`config.mk`:
```
export PLATFORM = sky130hd
export DESIGN_NAME = pwm_capture_flat
export DESIGN_NICKNAME = d
export VERILOG_FILES = /design/src/rtl/pwm_capture_if.sv /design/src/rtl/pwm_capture.sv /design/src/flat_wrapper.sv
export SDC_FILE = /design/constraint.sdc
export NUM_CORES = 1
export LEC_CHECK = 0
export CAP_MARGIN = 10
export CORE_UTILIZATION = 35
export DETAILED_ROUTE_END_ITERATION = 10
export HOLD_SLACK_MARGIN = 0.15
export PLACE_DENSITY_LB_ADDON = 0.25
export SYNTH_ARGS = -nofsm -noshare
export SYNTH_HDL_FRONTEND = slang
export SYNTH_SLANG_ARGS = --single-unit
```
`constraint.sdc`:
```
create_clock -name pwm_clk -period 4.1 [get_ports pwm_clk]
set_input_delay 1.025 -clock pwm_clk [delete_from_list [all_inputs] [get_ports pwm_clk]]
set_output_delay 1.025 -clock pwm_clk [all_outputs]
set_load 0.05 [all_outputs]
```
`src/rtl/pwm_capture_if.sv`:
```
// Measurement request/result bundle between a PWM capture unit and its controller.
interface pwm_capture_if #(
  parameter int CNT_W = 16
);
  logic             start;
  logic [CNT_W-1:0] window;
  logic             busy;
  logic             done;
  logic [CNT_W-1:0] high_cnt;
  logic [CNT_W-1:0] low_cnt;
  logic [CNT_W-1:0] rise_cnt;
  logic [CNT_W-1:0] period;
  logic             period_valid;

  modport master (
    output start, window,
    input  busy, done, high_cnt, low_cnt, rise_cnt, period, period_valid
  );

  modport slave (
    input  start, window,
    output busy, done, high_cnt, low_cnt, rise_cnt, period, period_valid
  );
endinterface

```
`src/rtl/pwm_capture.sv`:
```
// PWM capture: measures high/low cycles, rising edges and last full period
// of a synchronized PWM input over a programmable window of pwm_clk cycles.
//
// state | meaning
// IDLE  | waiting for start; results held
// RUN   | sampling s once per cycle until the window expires
// DONE  | one cycle: publish accumulators and pulse done
module pwm_capture #(
  parameter int CNT_W       = 16,
  parameter int SYNC_STAGES = 2
) (
  input  logic pwm_clk,
  input  logic pwm_rst,
  input  logic pwm_i,
  pwm_capture_if.slave bus
);

  typedef enum logic [1:0] {IDLE, RUN, DONE} state_t;

  localparam logic [CNT_W-1:0] ONE = CNT_W'(1);
  localparam logic [CNT_W-1:0] TWO = CNT_W'(2);

  state_t                 state;
  logic [SYNC_STAGES-1:0] sync_q;
  logic                   s;
  logic                   s_prev;
  logic [CNT_W-1:0]       remain;
  logic [CNT_W-1:0]       high_acc;
  logic [CNT_W-1:0]       low_acc;
  logic [CNT_W-1:0]       rise_acc;
  logic [CNT_W-1:0]       per_cnt;
  logic [CNT_W-1:0]       per_acc;

  assign s = sync_q[SYNC_STAGES-1];

  // Metastability synchronizer for the asynchronous PWM input.
  always_ff @(posedge pwm_clk or negedge pwm_rst) begin
    if (!pwm_rst) sync_q <= '0;
    else          sync_q <= {sync_q[SYNC_STAGES-2:0], pwm_i};
  end

  // Measurement FSM with accumulators and registered result outputs.
  always_ff @(posedge pwm_clk or negedge pwm_rst) begin
    if (!pwm_rst) begin
      state            <= IDLE;
      s_prev           <= 1'b0;
      remain           <= '0;
      high_acc         <= '0;
      low_acc          <= '0;
      rise_acc         <= '0;
      per_cnt          <= '0;
      per_acc          <= '0;
      bus.busy         <= 1'b0;
      bus.done         <= 1'b0;
      bus.high_cnt     <= '0;
      bus.low_cnt      <= '0;
      bus.rise_cnt     <= '0;
      bus.period       <= '0;
      bus.period_valid <= 1'b0;
    end else begin
      bus.done <= 1'b0;
      case (state)
        IDLE: begin
          if (bus.start) begin
            high_acc <= '0;
            low_acc  <= '0;
            rise_acc <= '0;
            per_cnt  <= '0;
            per_acc  <= '0;
            remain   <= bus.window;
            s_prev   <= s;
            bus.busy <= 1'b1;
            state    <= (bus.window == '0) ? DONE : RUN;
          end
        end
        RUN: begin
          if (s) high_acc <= high_acc + ONE;
          else   low_acc  <= low_acc + ONE;
          if (s && !s_prev) begin
            rise_acc <= rise_acc + ONE;
            // The counter is only a complete period once an earlier edge exists.
            if (rise_acc != '0) per_acc <= per_cnt;
            per_cnt <= ONE;
          end else if (per_cnt != '1) begin
            per_cnt <= per_cnt + ONE;
          end
          s_prev <= s;
          remain <= remain - ONE;
          if (remain == ONE) state <= DONE;
        end
        DONE: begin
          bus.high_cnt     <= high_acc;
          bus.low_cnt      <= low_acc;
          bus.rise_cnt     <= rise_acc;
          bus.period       <= per_acc;
          bus.period_valid <= (rise_acc >= TWO);
          bus.done         <= 1'b1;
          bus.busy         <= 1'b0;
          state            <= IDLE;
        end
        default: state <= IDLE;
      endcase
    end
  end

endmodule

```
`src/flat_wrapper.sv`:
```
// flat-port wrapper written by rule: the top's interface ports become plain ports
module pwm_capture_flat 
#(
  parameter int CNT_W       = 16,
  parameter int SYNC_STAGES = 2
)
  (pwm_clk, pwm_rst, pwm_i, bus_start, bus_window, bus_busy, bus_done, bus_high_cnt, bus_low_cnt, bus_rise_cnt, bus_period, bus_period_valid);
  pwm_capture_if #(.CNT_W(CNT_W)) bus_i ();
  input  logic pwm_clk;
  input  logic pwm_rst;
  input  logic pwm_i;
  input wire logic [$bits(bus_i.start)-1:0] bus_start;
  input wire logic [$bits(bus_i.window)-1:0] bus_window;
  output wire logic [$bits(bus_i.busy)-1:0] bus_busy;
  output wire logic [$bits(bus_i.done)-1:0] bus_done;
  output wire logic [$bits(bus_i.high_cnt)-1:0] bus_high_cnt;
  output wire logic [$bits(bus_i.low_cnt)-1:0] bus_low_cnt;
  output wire logic [$bits(bus_i.rise_cnt)-1:0] bus_rise_cnt;
  output wire logic [$bits(bus_i.period)-1:0] bus_period;
  output wire logic [$bits(bus_i.period_valid)-1:0] bus_period_valid;
  assign bus_i.start = bus_start;
  assign bus_i.window = bus_window;
  assign bus_busy = bus_i.busy;
  assign bus_done = bus_i.done;
  assign bus_high_cnt = bus_i.high_cnt;
  assign bus_low_cnt = bus_i.low_cnt;
  assign bus_rise_cnt = bus_i.rise_cnt;
  assign bus_period = bus_i.period;
  assign bus_period_valid = bus_i.period_valid;
  pwm_capture #(.CNT_W(CNT_W), .SYNC_STAGES(SYNC_STAGES)) u_core (.pwm_clk(pwm_clk), .pwm_rst(pwm_rst), .pwm_i(pwm_i), .bus(bus_i));
endmodule
```
; Word level (Yosys, flattened, before mapping)
; Cells that the tools add are included.
[word_totals]
ff_bits = 168
latchBits = 0
ram_bits = 0
mem_bits_ro = 0
inputBits = 20
mem_count = 0
[classes]
addsub = 5
multipliers = 0
div = 0
n_lt_le_gt_ge = 1
eq_ne = 11
shift = 0
mux = 24
bitwise_logic = 0
reduce_logical = 15
[op_table]
columns = op, n
row1 = $pmux W16 S2, 6
row2 = $mux W16, 9
row3 = $add A16 B1 Y16 const B, 4
row4 = $eq A16 B1 Y1 const B, 1
row5 = $ge A16 B2 Y1 const B, 1
row6 = $logic_not A16 Y1, 1
row7 = $ne A16 B16 Y1 const B, 1
row8 = $reduce_bool A16 Y1, 1
row9 = $sub A16 B1 Y16 const B, 1
row10 = $reduce_and A3 Y1, 4
row11 = $ne A2 B1 Y1 const B, 4
row12 = $mux W2, 3
row13 = $reduce_and A2 Y1, 3
row14 = $ne A2 B2 Y1 const B, 2
row15 = $pmux W1 S2, 2
row16 = $pmux W2 S2, 1
row17 = $reduce_and A4 Y1, 1
row18 = $reduce_bool A2 Y1, 2
row19 = $mux W1, 3
row20 = $ne A3 B1 Y1 const B, 1
row21 = $eq A2 B1 Y1 const B, 1
row22 = $eq A2 B2 Y1 const B, 1
row23 = $logic_not A2 Y1, 1
row24 = $logic_and A1 B1 Y1, 1
row25 = $logic_not A1 Y1, 1

; Logic depth before layout (Yosys ltp)
[depth]
depth_word = 4
mapped_depth = 7
mapped_depth_nobuf = 6

; Least setup slack after synthesis
; OpenSTA, ideal clock, no wires.
[synth_timing]
kind = input-to-reg
from = input port bus_start
to = register u_core.high_acc[11]
t_arrival_ns = 2.195
t_required_ns = 3.980
setup_slack_ns = 1.785
path_stages = 6
path_cell_list = or3b_1 > buf_6 > a2111oi_4 > nand3_1 > xor2_1 > nor2_2
[synth_between]
elab_chain_len = 2
[synth_lines]
columns = element, line_no
row1 = from (decl), flat_wrapper.sv:12  ; input wire logic [$bits(bus_i.start)-1:0] bus_start;
row2 = $ne A2 B2 Y1 (no source line), --
row3 = $reduce_and A3 Y1 (no source line), --
row4 = to (signal assigned), pwm_capture.sv:77  ; if (s) high_acc <= high_acc + ONE;
row5 = to (decl), pwm_capture.sv:28  ; logic [CNT_W-1:0] high_acc;
; Every way passes these cells.
; A chain may end at the register's enable or synchronous reset.

; Worst setup path in the final report
[layout_timing]
from = register u_core.bus.low_cnt[0]
to = output port bus_low_cnt[0]
[layout_rtl]
columns = element, line_no
row1 = from (decl), pwm_capture_if.sv:22  ; output busy, done, high_cnt, low_cnt, rise_cnt, period, period_valid
row2 = from (signal assigned), pwm_capture.sv:93  ; bus.low_cnt <= low_acc;
row3 = to (decl), flat_wrapper.sv:17  ; output wire logic [$bits(bus_i.low_cnt)-1:0] bus_low_cnt;
; No word-level cell between the ends.

==> flow_summary_export.csv <==
group,metric,value,unit
critical_path,worst_r2r_endpoint,"u_core.bus.low_cnt[2]",
floorplan,floorplan.die.width,151,um
critical_path,path_depth,1,
sta,timing.final.ws_setup,1.45,ns
synthesis,synth_top_area_share,54.0,%
floorplan,die_area,22800,sq um
cells_and_area,drive_gt1_share,6.84,%
detailed_routing,via_per_inst,5.02,
clock_network,cts.htree.levels,4,
power_and_ir_drop,seq_power_share,40.3,%
sta,slew_violations,0,
synthesis,synth_ff_type,"dfrtp_1",
power_and_ir_drop,vdd_drop_max,0.000322,V
place,io_buffers,86,
clock_network,cts.repair_timing.setup_buffer_count,0,
synthesis,synth_top_cells_by_area,"dfrtp_1 (54%), nand2_1 (12%), nor2_1 (3.5%), xor2_1 (2.7%), o21ai_0 (2.3%)",
critical_path,crit_start,"u_core.bus.low_cnt[0]",
clock_network,postCtsResizedCells,0,
floorplan,num_io_pins,87,
detailed_routing,detail_route.wirelength,17600,um
critical_path,launching_point_of_the_worst_reg2reg_path,"u_core.state[1]",
place,dp_hpwl,11800,um
clock_network,hold_buffers,0,
synthesis,synth_top_cell_by_area,"dfrtp_1",
clock_network,clk_transition_reported_paths,0.07,ns
power_and_ir_drop,cell_internal_pwr,3.33,mW
critical_path,critical_path_buf_inv_count,1,
critical_path,crit_required,3.07,ns
synthesis,netlist-cell-type-count,69,
critical_path,slowest_stage,"clkdlybuf4s50_1",
cells_and_area,final_area,9510,sq um
detailed_routing,detail_route.first_pass.iterations,9,
critical_path,worst_ep_arrival_time,1.63,ns
power_and_ir_drop,clockPowerShare,28.8,%
clock_network,cts-buffers-inserted,17,
critical_path,setup.reg_to_reg.worst_slack,1.61,ns
clock_network,clk-insertion-delay-late,0.43,ns
critical_path,worst_r2r_path_cells,5,
floorplan,floorplan.initialDensity,35.6,%
global_routing,globalRouteTotalUtil,16.5,%
clock_network,clock-root-buffer,"clkbuf_16",
global_routing,use_met3,3.46,%
sta,finalHoldViolations,0,
cells_and_area,fin_util,43.6,%
power_and_ir_drop,power_switching,2.10,mW
critical_path,crit_chain,"clkdlybuf4s50_1",
sta,timing.setup.tns,0,ns
global_routing,antenna_found_initial,0,
detailed_routing,routed-via-count,6105,
synthesis,avgSynthCellArea,9.22,sq um
outcome,outcome,"finished, violations left",
synthesis,yosysWarnings,0,
clock_network,cts.sink_count,168,
critical_path,timing.critical_path.fanout_max,2,
critical_path,critPathLaunchType,"flop",
sta,post-route-period-util,64.7,%
global_routing,sum_of_overflow_across_all_layers_after_global_routing,0,
critical_path,worst_path_largest_cell_delay,0.81,ns
outcome,violated_checks,"DRC",
sta,rsz_0062_raised_after_global_routing,"false",
cells_and_area,nets,950,
sta,setup_violations,0,
power_and_ir_drop,cellPowerDensity,572,nW/um^2
place,detailed_place.area,8940,sq um
clock_network,cts_tree,"yes",
floorplan,floorplan.die.height,151,um
global_routing,grt_first_pass_wirelength,29800,um
global_routing,pin_count_of_the_biggest_net_entering_global_routing,86,
sta,worst_pin_slew,0.847,ns
critical_path,timing.critical_path.max_delay_family,"buffers and inverters",
clock_network,cts-root-to-sink-buffers,2,
detailed_routing,drt_iter0_markers,303,
power_and_ir_drop,combinationalPowerShare,30.9,%
sta,fmax_achieved,377,MHz
synthesis,synthArstFlopShare,100,%
synthesis,synth.cell_area,7780,sq um
place,placed_cells_incl_taps,1183,
cells_and_area,diodes,0,
critical_path,worstSetupEndpointType,"primary output",
hold_path,holdCritPathClass,"flop to flop",
global_routing,fraction_of_met2_tracks_used_by_global_routing,24.2,%
global_routing,first_global_vias,5886,
detailed_routing,antenna_violating_nets_post_route,0,
detailed_routing,average_detailed_routed_wire_length_per_instance,14.5,um
critical_path,setup.worst_path.end,"bus_low_cnt[0]",
power_and_ir_drop,leakage,4.25,nW
synthesis,synth.yosys.seq_area_share,54.0,%
detailed_routing,drc,1,
synthesis,postSynthNetCount,872,
place,setup_ws_pre_cts,1.02,ns
flow_run,cap_violations,0,
cells_and_area,flow.area_growth_from_synthesis,22.3,%
floorplan,core,21800,sq um
synthesis,synthesis.instances,844,
global_routing,grt.busiest_layer,"met1",
synthesis,postSynthRegisterBits,168,
sta,maxSlewHeadroom,43.6,%
floorplan,rows,54,
synthesis,synth_enable_flop_cells,0,
sta,post_layout_minimum_cycle_time,2.65,ns
power_and_ir_drop,sw_frac_of_total,38.7,%
global_routing,grtUsageMet1,24.3,%
sta,skew,0.00744,ns
cells_and_area,final_cell_count_no_fill,1215,
critical_path,timing.setup.critical_path_class,"flop to primary output",
place,globalplace.congestion,0.844,
worst min path at each step:
stage,start,to,slack [ns],depth (start not counted)
2_1_floorplan,u_core.sync_q[0],u_core.sync_q[1],0.33,0
3_3_place_gp,u_core.sync_q[0],u_core.sync_q[1],0.34,0
3_5_place_dp,u_core.sync_q[0],u_core.sync_q[1],0.34,0
4_1_cts,u_core.sync_q[0],u_core.sync_q[1],0.36,0
5_1_grt,u_core.sync_q[0],u_core.sync_q[1],0.37,0
6_report,u_core.sync_q[0],u_core.sync_q[1],0.35,0
final cells by class:
class	instances	area [sq um]
multi-input cells	621	3350
fillers	2161	12300
well taps	280	350
flip-flops and latches	168	4200
inverters	16	60.1
repair buffers	98	977
clock buffers	18	429
clock inverters	14	141
metal layers:
layer  vias to the layer above  wire length [um]
li1                       3034                 -
met1                      2910              9130
met2                       141              7540
met3                        20               738
met4                         0               208
met5                         -                 0
registers in the layout, indices dropped and copies added, names as in the netlist:
| register | cells |
|---|---|
| u_core.bus.busy | 1 |
| u_core.bus.done | 1 |
| u_core.bus.high_cnt | 16 |
| u_core.bus.low_cnt | 16 |
| u_core.bus.period | 16 |
| u_core.bus.period_valid | 1 |
| u_core.bus.rise_cnt | 16 |
| u_core.high_acc | 16 |
| u_core.low_acc | 16 |
| u_core.per_acc | 16 |
| u_core.per_cnt | 16 |
| u_core.remain | 16 |
| u_core.rise_acc | 16 |
| u_core.s_prev | 1 |
| u_core.state | 2 |
| u_core.sync_q | 2 |
layout by cell type, fill, tap and decap left out, types with 14 or more instances in the layout:
master           synthesis  routed
nand3_1                 23      23
clkdlybuf4s50_1          0      85
nor2_1                  72      72
dfrtp_1                168     168
nor4_1                  14      14
o21ai_0                 35      35
xor2_1                  24      24
xnor2_1                 19      19
clkbuf_16                0      17
a21oi_1                 22      22
nand2_1                255     255
nand4_1                 15      15
inv_1                   15      15
logic make-up (layout without fill, tap and decap cells):
family	Yosys count	count (layout)	share of synthesized area [%]
adders and majority gates	8	8	1.29
buffers and inverters	55	146	3.01
muxes	3	3	0.418
xor gates and xnor gates	43	43	4.84
DFF	168	168	54.0
and+or+nand+nor	449	449	25.8
AOI/OAI and AO/OA	118	118	10.6
Yosys cell counts, types with 4 or more instances:
| library cell | n |
|---|---|
| nand2_1 | 255 |
| dfrtp_1 | 168 |
| nor2_1 | 72 |
| o21ai_0 | 35 |
| xor2_1 | 24 |
| nand3_1 | 23 |
| a21oi_1 | 22 |
| clkbuf_1 | 21 |
| xnor2_1 | 19 |
| inv_1 | 15 |
| nand4_1 | 15 |
| nor4_1 | 14 |
| buf_2 | 13 |
| nor3_1 | 11 |
| and3_1 | 8 |
| ha_1 | 8 |
| nor2b_1 | 7 |
| or3_1 | 7 |
| a31oi_1 | 6 |
| nor3b_1 | 6 |
| a22o_1 | 5 |
| and4_1 | 5 |
| nand2b_1 | 4 |
| nand3b_1 | 4 |
| nor2_2 | 4 |
| o22a_1 | 4 |
| o31a_1 | 4 |
power groups by stage:
stage	Combinational [mW]	Sequential, mW	Clock [mW]
finish	1.68	2.19	1.57
global route	1.86	2.24	1.67
CTS	1.70	2.19	1.60
detailed placement	1.69	2.22	0
global placement	1.68	2.22	0
floorplan	0.932	2.41	0
stage by stage:
step	power [mW]	hold slack (ns)
after CTS	5.49	0.358
after floorplan	3.35	0.331
after global routing	5.78	0.372
final	5.44	0.355
after global placement	3.90	0.338
after detailed placement	3.91	0.342
No activity file was read; power rests on OpenSTA's default activity.
